$ cat src/rtl/pc_branch_unit_if.sv
// Bundle of the decode-side branch inputs and the fetch/ID outputs of
// pc_branch_unit. The master side is the decoder/pipeline, the slave side is
// the branch unit itself.
interface pc_branch_unit_if;
  logic        Stall;
  logic [2:0]  BranchJump;
  logic [4:0]  RegimmRt;
  logic [31:0] RsData;
  logic [31:0] RtData;
  logic [31:0] SignExtImm;
  logic [25:0] JumpTarget;
  logic        Link;
  logic [31:0] PC;
  logic [31:0] IdPC;
  logic        IdValid;
  logic        Flush;
  logic        LinkWrite;
  logic [31:0] LinkAddr;
  logic [15:0] TakenCount;

  modport master (
    output Stall, BranchJump, RegimmRt, RsData, RtData, SignExtImm, JumpTarget, Link,
    input  PC, IdPC, IdValid, Flush, LinkWrite, LinkAddr, TakenCount
  );

  modport slave (
    input  Stall, BranchJump, RegimmRt, RsData, RtData, SignExtImm, JumpTarget, Link,
    output PC, IdPC, IdValid, Flush, LinkWrite, LinkAddr, TakenCount
  );
endinterface

$ cat src/rtl/pc_branch_unit.sv
// pc_branch_unit: fetch PC register plus MIPS-style branch/jump resolution in
// ID. The taken decision is combinational so the redirect, the squash of the
// wrong-path fetch and the $31 link write all happen in the deciding cycle.
// Optional feature: define PC_BRANCH_DELAY_SLOT_EN to keep the instruction
// after a branch (delay slot) instead of squashing it.
module pc_branch_unit #(
  parameter logic [31:0] RESET_VECTOR = 32'h0000_0000
) (
  input logic            Clk,
  input logic            Rst_n,
  pc_branch_unit_if.slave bus
);

  typedef enum logic [1:0] {
    BOOT     = 2'd0,
    RUN      = 2'd1,
    REDIRECT = 2'd2
  } state_t;

  state_t      state_q, state_d;
  logic [31:0] pc_q, pc_d;
  logic [31:0] id_pc_q, id_pc_d;
  logic [15:0] taken_count_q, taken_count_d;

  logic        id_valid;
  logic        cond_met;
  logic        taken;
  logic        is_jump;
  logic [31:0] id_pc_plus4;
  logic [31:0] branch_target;
  logic [31:0] jump_target;
  logic [31:0] target;

  assign id_valid      = (state_q == RUN);
  assign is_jump       = (bus.BranchJump == 3'b011);
  assign id_pc_plus4   = id_pc_q + 32'd4;
  assign branch_target = id_pc_plus4 + (bus.SignExtImm << 2);
  assign jump_target   = {id_pc_plus4[31:28], bus.JumpTarget, 2'b00};
  assign target        = is_jump ? jump_target : branch_target;
  assign taken         = id_valid && !bus.Stall && cond_met;

  // Branch condition for the class decoded in ID; signed tests use the sign bit.
  always_comb begin
    cond_met = 1'b0;
    case (bus.BranchJump)
      3'b001: cond_met = (bus.RsData == bus.RtData);
      3'b010: cond_met = (bus.RsData != bus.RtData);
      3'b011: cond_met = 1'b1;
      3'b100: begin
        if (bus.RegimmRt == 5'b00000)      cond_met = bus.RsData[31];
        else if (bus.RegimmRt == 5'b00001) cond_met = !bus.RsData[31];
        else                               cond_met = 1'b0;
      end
      3'b101: cond_met = !bus.RsData[31] && (bus.RsData != 32'd0);
      3'b110: cond_met = bus.RsData[31] || (bus.RsData == 32'd0);
      default: cond_met = 1'b0;
    endcase
  end

  // Next PC, ID address, taken counter and sequencing state; a stall holds everything.
  always_comb begin
    pc_d          = pc_q;
    id_pc_d       = id_pc_q;
    taken_count_d = taken_count_q;
    state_d       = state_q;
    if (!bus.Stall) begin
      id_pc_d = pc_q;
      pc_d    = taken ? target : pc_q + 32'd4;
      if (taken) taken_count_d = taken_count_q + 16'd1;
      case (state_q)
        BOOT:     state_d = RUN;
`ifdef PC_BRANCH_DELAY_SLOT_EN
        // The delay-slot instruction is architecturally executed, so no bubble.
        RUN:      state_d = RUN;
`else
        RUN:      state_d = taken ? REDIRECT : RUN;
`endif
        REDIRECT: state_d = RUN;
        default:  state_d = BOOT;
      endcase
    end
  end

  // State registers with asynchronous reset back to the reset vector.
  always_ff @(posedge Clk or negedge Rst_n) begin
    if (!Rst_n) begin
      state_q       <= BOOT;
      pc_q          <= RESET_VECTOR;
      id_pc_q       <= RESET_VECTOR;
      taken_count_q <= 16'd0;
    end else begin
      state_q       <= state_d;
      pc_q          <= pc_d;
      id_pc_q       <= id_pc_d;
      taken_count_q <= taken_count_d;
    end
  end

  assign bus.PC         = pc_q;
  assign bus.IdPC       = id_pc_q;
  assign bus.IdValid    = id_valid;
  assign bus.TakenCount = taken_count_q;
  assign bus.LinkWrite  = taken && is_jump && bus.Link;
`ifdef PC_BRANCH_DELAY_SLOT_EN
  assign bus.Flush      = 1'b0;
  assign bus.LinkAddr   = id_pc_q + 32'd8;
`else
  assign bus.Flush      = taken;
  assign bus.LinkAddr   = id_pc_q + 32'd4;
`endif

endmodule
$ cat src/flat_wrapper.sv
// flat-port wrapper written by rule: the top's interface ports become plain ports
module pc_branch_unit_flat 
#(
  parameter logic [31:0] RESET_VECTOR = 32'h0000_0000
)
  (Clk, Rst_n, bus_Stall, bus_BranchJump, bus_RegimmRt, bus_RsData, bus_RtData, bus_SignExtImm, bus_JumpTarget, bus_Link, bus_PC, bus_IdPC, bus_IdValid, bus_Flush, bus_LinkWrite, bus_LinkAddr, bus_TakenCount);
  pc_branch_unit_if bus_i ();
  input logic Clk;
  input logic Rst_n;
  input wire logic [$bits(bus_i.Stall)-1:0] bus_Stall;
  input wire logic [$bits(bus_i.BranchJump)-1:0] bus_BranchJump;
  input wire logic [$bits(bus_i.RegimmRt)-1:0] bus_RegimmRt;
  input wire logic [$bits(bus_i.RsData)-1:0] bus_RsData;
  input wire logic [$bits(bus_i.RtData)-1:0] bus_RtData;
  input wire logic [$bits(bus_i.SignExtImm)-1:0] bus_SignExtImm;
  input wire logic [$bits(bus_i.JumpTarget)-1:0] bus_JumpTarget;
  input wire logic [$bits(bus_i.Link)-1:0] bus_Link;
  output wire logic [$bits(bus_i.PC)-1:0] bus_PC;
  output wire logic [$bits(bus_i.IdPC)-1:0] bus_IdPC;
  output wire logic [$bits(bus_i.IdValid)-1:0] bus_IdValid;
  output wire logic [$bits(bus_i.Flush)-1:0] bus_Flush;
  output wire logic [$bits(bus_i.LinkWrite)-1:0] bus_LinkWrite;
  output wire logic [$bits(bus_i.LinkAddr)-1:0] bus_LinkAddr;
  output wire logic [$bits(bus_i.TakenCount)-1:0] bus_TakenCount;
  assign bus_i.Stall = bus_Stall;
  assign bus_i.BranchJump = bus_BranchJump;
  assign bus_i.RegimmRt = bus_RegimmRt;
  assign bus_i.RsData = bus_RsData;
  assign bus_i.RtData = bus_RtData;
  assign bus_i.SignExtImm = bus_SignExtImm;
  assign bus_i.JumpTarget = bus_JumpTarget;
  assign bus_i.Link = bus_Link;
  assign bus_PC = bus_i.PC;
  assign bus_IdPC = bus_i.IdPC;
  assign bus_IdValid = bus_i.IdValid;
  assign bus_Flush = bus_i.Flush;
  assign bus_LinkWrite = bus_i.LinkWrite;
  assign bus_LinkAddr = bus_i.LinkAddr;
  assign bus_TakenCount = bus_i.TakenCount;
  pc_branch_unit #(.RESET_VECTOR(RESET_VECTOR)) u_core (.Clk(Clk), .Rst_n(Rst_n), .bus(bus_i));
endmodule
$ cat config.mk
export PLATFORM = sky130hd
export DESIGN_NAME = pc_branch_unit_flat
export DESIGN_NICKNAME = d
export VERILOG_FILES = /design/src/rtl/pc_branch_unit_if.sv /design/src/rtl/pc_branch_unit.sv /design/src/flat_wrapper.sv
export SDC_FILE = /design/constraint.sdc
export NUM_CORES = 1
export LEC_CHECK = 0
export BUFFER_PORTS_ARGS = -buffer_cell sky130_fd_sc_hd__buf_2
export CORE_MARGIN = 1.5
export CORE_UTILIZATION = 45
export DETAILED_ROUTE_END_ITERATION = 8
export MAX_ROUTING_LAYER = met4
export PLACE_DENSITY = 0.75
export SETUP_SLACK_MARGIN = 0.2
export SKIP_LAST_GASP = 1
export SLEW_MARGIN = 20
export SYNTH_ARGS = -nofsm -noshare
export SYNTH_HDL_FRONTEND = slang
export SYNTH_SLANG_ARGS = --single-unit
$ cat constraint.sdc
create_clock -name Clk -period 5.15 [get_ports Clk]
set_input_delay 0 -clock Clk [delete_from_list [all_inputs] [get_ports Clk]]
set_output_delay 0 -clock Clk [all_outputs]
set_load 0.03 [all_outputs]
==> metrics.csv <==
metric,value,unit
setup_viol,0,
synth_edf_count,0,
finalCritPeriodShare,0.855,
fin_ws,0.747,ns
cts_max_level,3,
postRouteAntennaNets,0,
reg2reg_to,u_core.bus.PC[31]$_DFFE_PN0N_,
path_common_cell,nor3_2,
cts.clk_slew.worst_paths,0.07,ns
ys_warn_count,0,
gp_congestion,0.924,
vias_per_cell,5.69,
nets,1202,
synth_area,6760,µm²
wl_per_cell,18.1,µm
crit_path_cell_trace,nand3_1 > or3_4 > nor3_2 > nand2b_2 > xnor2_1 > ha_1 > a21o_1 > o21bai_1 > or3b_1 > nor3_2 > nor3_2 > a22oi_1 > mux2_1 > a211oi_1 > a211oi_2,
clockPowerShare,0.119,
cts_setup_buffers,0,
die-width,126,µm
syn_inst,788,
hold_class,primary input to flip-flop,
port_buffers,246,
hold_end,u_core.bus.PC[10]$_DFFE_PN0N_,
cp_slowest_cell,nor3_2,
synth.distinct_cells,76,
required,5.35,ns
drv_slew,0,
initial_utilization,0.464,
ys_async_sr_fraction,1.00,
cp_slowest_stage_delay,0.49,ns
post-place-ws,0.762,ns
yosys.area_share.simple,0.213,
placed_area,8080,µm²
die-height,126,µm
crit_path_end_kind,flip-flop,
die_area,15800,µm²
ys_top_cells_by_area,"dfrtp_1 (30%), xnor2_1 (11%), ha_1 (6.8%)",
ys_seq_elements,82,
cts_tree,yes,
antenna_found_initial,1,
yosys.area_share.adder,0.0714,
r2r_setup_slack,0.75,ns
synth_top_cell_area_share,0.303,
p_leak,0.00387,µW
grt_pass1_wl,34900,µm
swShare,0.535,
overflow,0,
intPower,2420,µW
nFillCells,1321,
synth-xor-area-share,0.134,
finalSetupTns,0,ns
pwr-share-seq,0.250,
cp.arrival,4.60,ns
synth_top_family_by_area,simple AND/OR/NAND/NOR gates,
via_count,6939,
hold_viol,0,
ios,249,
muxShareOfSynthArea,0.0494,
drc_errors,0,
hold_start,bus_JumpTarget[8],
syn_nets,960,
core,14600,µm²
peakVddDrop,405,µV
criticalPathCategory,flip-flop to flip-flop,
skew,0.00735,ns
fmax,227,MHz
cts-root-buf,clkbuf_16,
rsz0062_at_grt,false,
yosys.area.top_type,dfrtp_1,
wl,22100,µm
place_hpwl,16900,µm
tightestPinTransition,0.878,ns
ys_seq_area_frac,0.303,
p_sw,2780,µW
maxCapViolations,0,
grt_pass1_vias,6623,
syn_avg_cell_area,8.58,µm²
initialDrtViolationCount,410,
cts_buffer_depth,2,
period_needed,4.40,ns
drive_gt1_frac,0.310,
crit_path_start_kind,flip-flop,
crit_fanout,6,
clock_latency,0.34,ns
grt_max_degree,78,
fin_area,8470,µm²
rows,44,
synth_compound_area_frac,0.186,
whs_path_depth,3,
slew_headroom,0.414,
cts_sinks,82,
ys.flop_type,dfrtp_1,
cts_inserted_buffers,9,
powerDensity,614,nW/µm²
synthToLayoutAreaGrowth,25.3,%
firstDrtPassIters,5,
p_comb_frac,0.632,
reg2reg_from,u_core.bus.IdPC[7]$_DFFE_PN0N_,
grt_usage,0.286,
r2r_cells,15,
status,finished clean,
-- cell usage after synthesis, drive strengths merged, types with 7 or more instances --
cell    instances
ha             37
o21ai          49
inv            23
clkbuf         17
nor4           15
a21oi          67
buf            15
nand2          84
and3           11
xor2           19
dfrtp          82
xnor2          84
or3             7
nor2           46
a211oi          7
and4            7
a21o           20
mux2           27
nand4          29
nand3          45
nor3           18
-- metrics by stage --
step | hold WS (ns) | util | instances | total power [µW]
6_report | 0.00431 | 0.581 | 1220 | 5200
5_1_grt | 0.0441 | 0.581 | 1220 | 5560
4_1_cts | 0.00540 | 0.580 | 1219 | 5200
3_5_place_dp | -0.189 | 0.554 | 1192 | 4560
3_3_place_gp | -0.189 | 0.554 | 1192 | 4520
2_1_floorplan | -0.296 | - | 788 | 3640
-- how the worst max path moves through the flow --
stage          cells after the start                      startpoint  slack (ns)                             to
3_5_place_dp                      15  u_core.bus.IdPC[7]$_DFFE_PN0N_        0.76  u_core.bus.PC[31]$_DFFE_PN0N_
6_report                          15  u_core.bus.IdPC[7]$_DFFE_PN0N_        0.75  u_core.bus.PC[31]$_DFFE_PN0N_
3_3_place_gp                      15  u_core.bus.IdPC[7]$_DFFE_PN0N_        0.89  u_core.bus.PC[31]$_DFFE_PN0N_
2_1_floorplan                     15  u_core.bus.IdPC[7]$_DFFE_PN0N_        0.74  u_core.bus.PC[29]$_DFFE_PN0N_
5_1_grt                           15  u_core.bus.IdPC[7]$_DFFE_PN0N_        0.50  u_core.bus.PC[31]$_DFFE_PN0N_
4_1_cts                           15  u_core.bus.IdPC[7]$_DFFE_PN0N_        0.75  u_core.bus.PC[31]$_DFFE_PN0N_
-- power groups by stage --
stage	clock [µW]	sequential, µW	combinational (µW)
floorplan	0	1720	1920
global placement	0	1290	3230
detailed placement	0	1300	3260
CTS	626	1290	3280
global route	651	1350	3560
finish	617	1300	3280
-- cells by family (layout without fill, tap and decap cells) --
group	count (synthesis)	count (layout)
flops	82	82
fa+ha+maj	38	38
compound gates	197	197
mux	30	30
buf+inv	55	302
simple gates	283	283
xor+xnor	103	103
other cells	0	1
-- layout make-up --
cell class / count / area (µm²) / share of cell area
multi-input combinational: 651 / 4430 / 0.523
sequential: 82 / 2050 / 0.242
timing repair buffer: 263 / 1390 / 0.164
tap: 184 / 230 / 0.0272
clock buffer: 9 / 225 / 0.0266
inverter: 23 / 86.3 / 0.0102
clock inverter: 7 / 55.1 / 0.00650
antenna: 1 / 2.50 / 0.000295
-- worst max-delay path: cells and delay by family (launching register included) --
family / cells / cell delay [ns]
AOI/OAI and AO/OA: 5 / 0.93
xor gates and xnor gates: 1 / 0.35
adders and majority gates: 1 / 0.34
DFF: 1 / 0.42
muxes: 1 / 0.39
and+or+nand+nor: 7 / 1.84
-- sequential cells by signal (all words and copies together), names as in the netlist --
name,cells
u_core.bus.IdPC,32
u_core.bus.PC,32
u_core.bus.TakenCount,16
u_core.state_q,2
-- timing repair --
item / CTS / global route
endpoints found under the hold margin: 14 / 0
hold buffers: 11 / 0
gates resized for setup: 0 / 0
-- per-layer routing --
| layer | GRT usage | routed length [µm] | vias to the layer above |
|---|---|---|---|
| met2 | 0.488 | 11000 | 320 |
| met5 | - | 0 | - |
| met3 | 0.0475 | 1770 | 28 |
| li1 | - | - | 3351 |
| met1 | 0.348 | 8890 | 3240 |
| met4 | 0.0829 | 427 | 0 |
-- cells in the final DEF, fill, tap and decap left out, drive strengths merged, types with 5 or more instances in the layout --
master and n:
nor2 46, o211ai 6, xor2 19, inv 24
nand3 45, dlygate4sd3 11, a211oi 7, nor4 15
o21bai 6, mux2 27, o21ai 49, nand4 29
buf 252, and2 6, a21oi 67, and3 11
a21o 20, or3 7, dfrtp 82, nand2 84
clkbuf 9, nor2b 5, a31oi 5, xnor2 84
ha 37, and4 7, nor3 18
No activity file was read; power rests on OpenSTA's default activity.
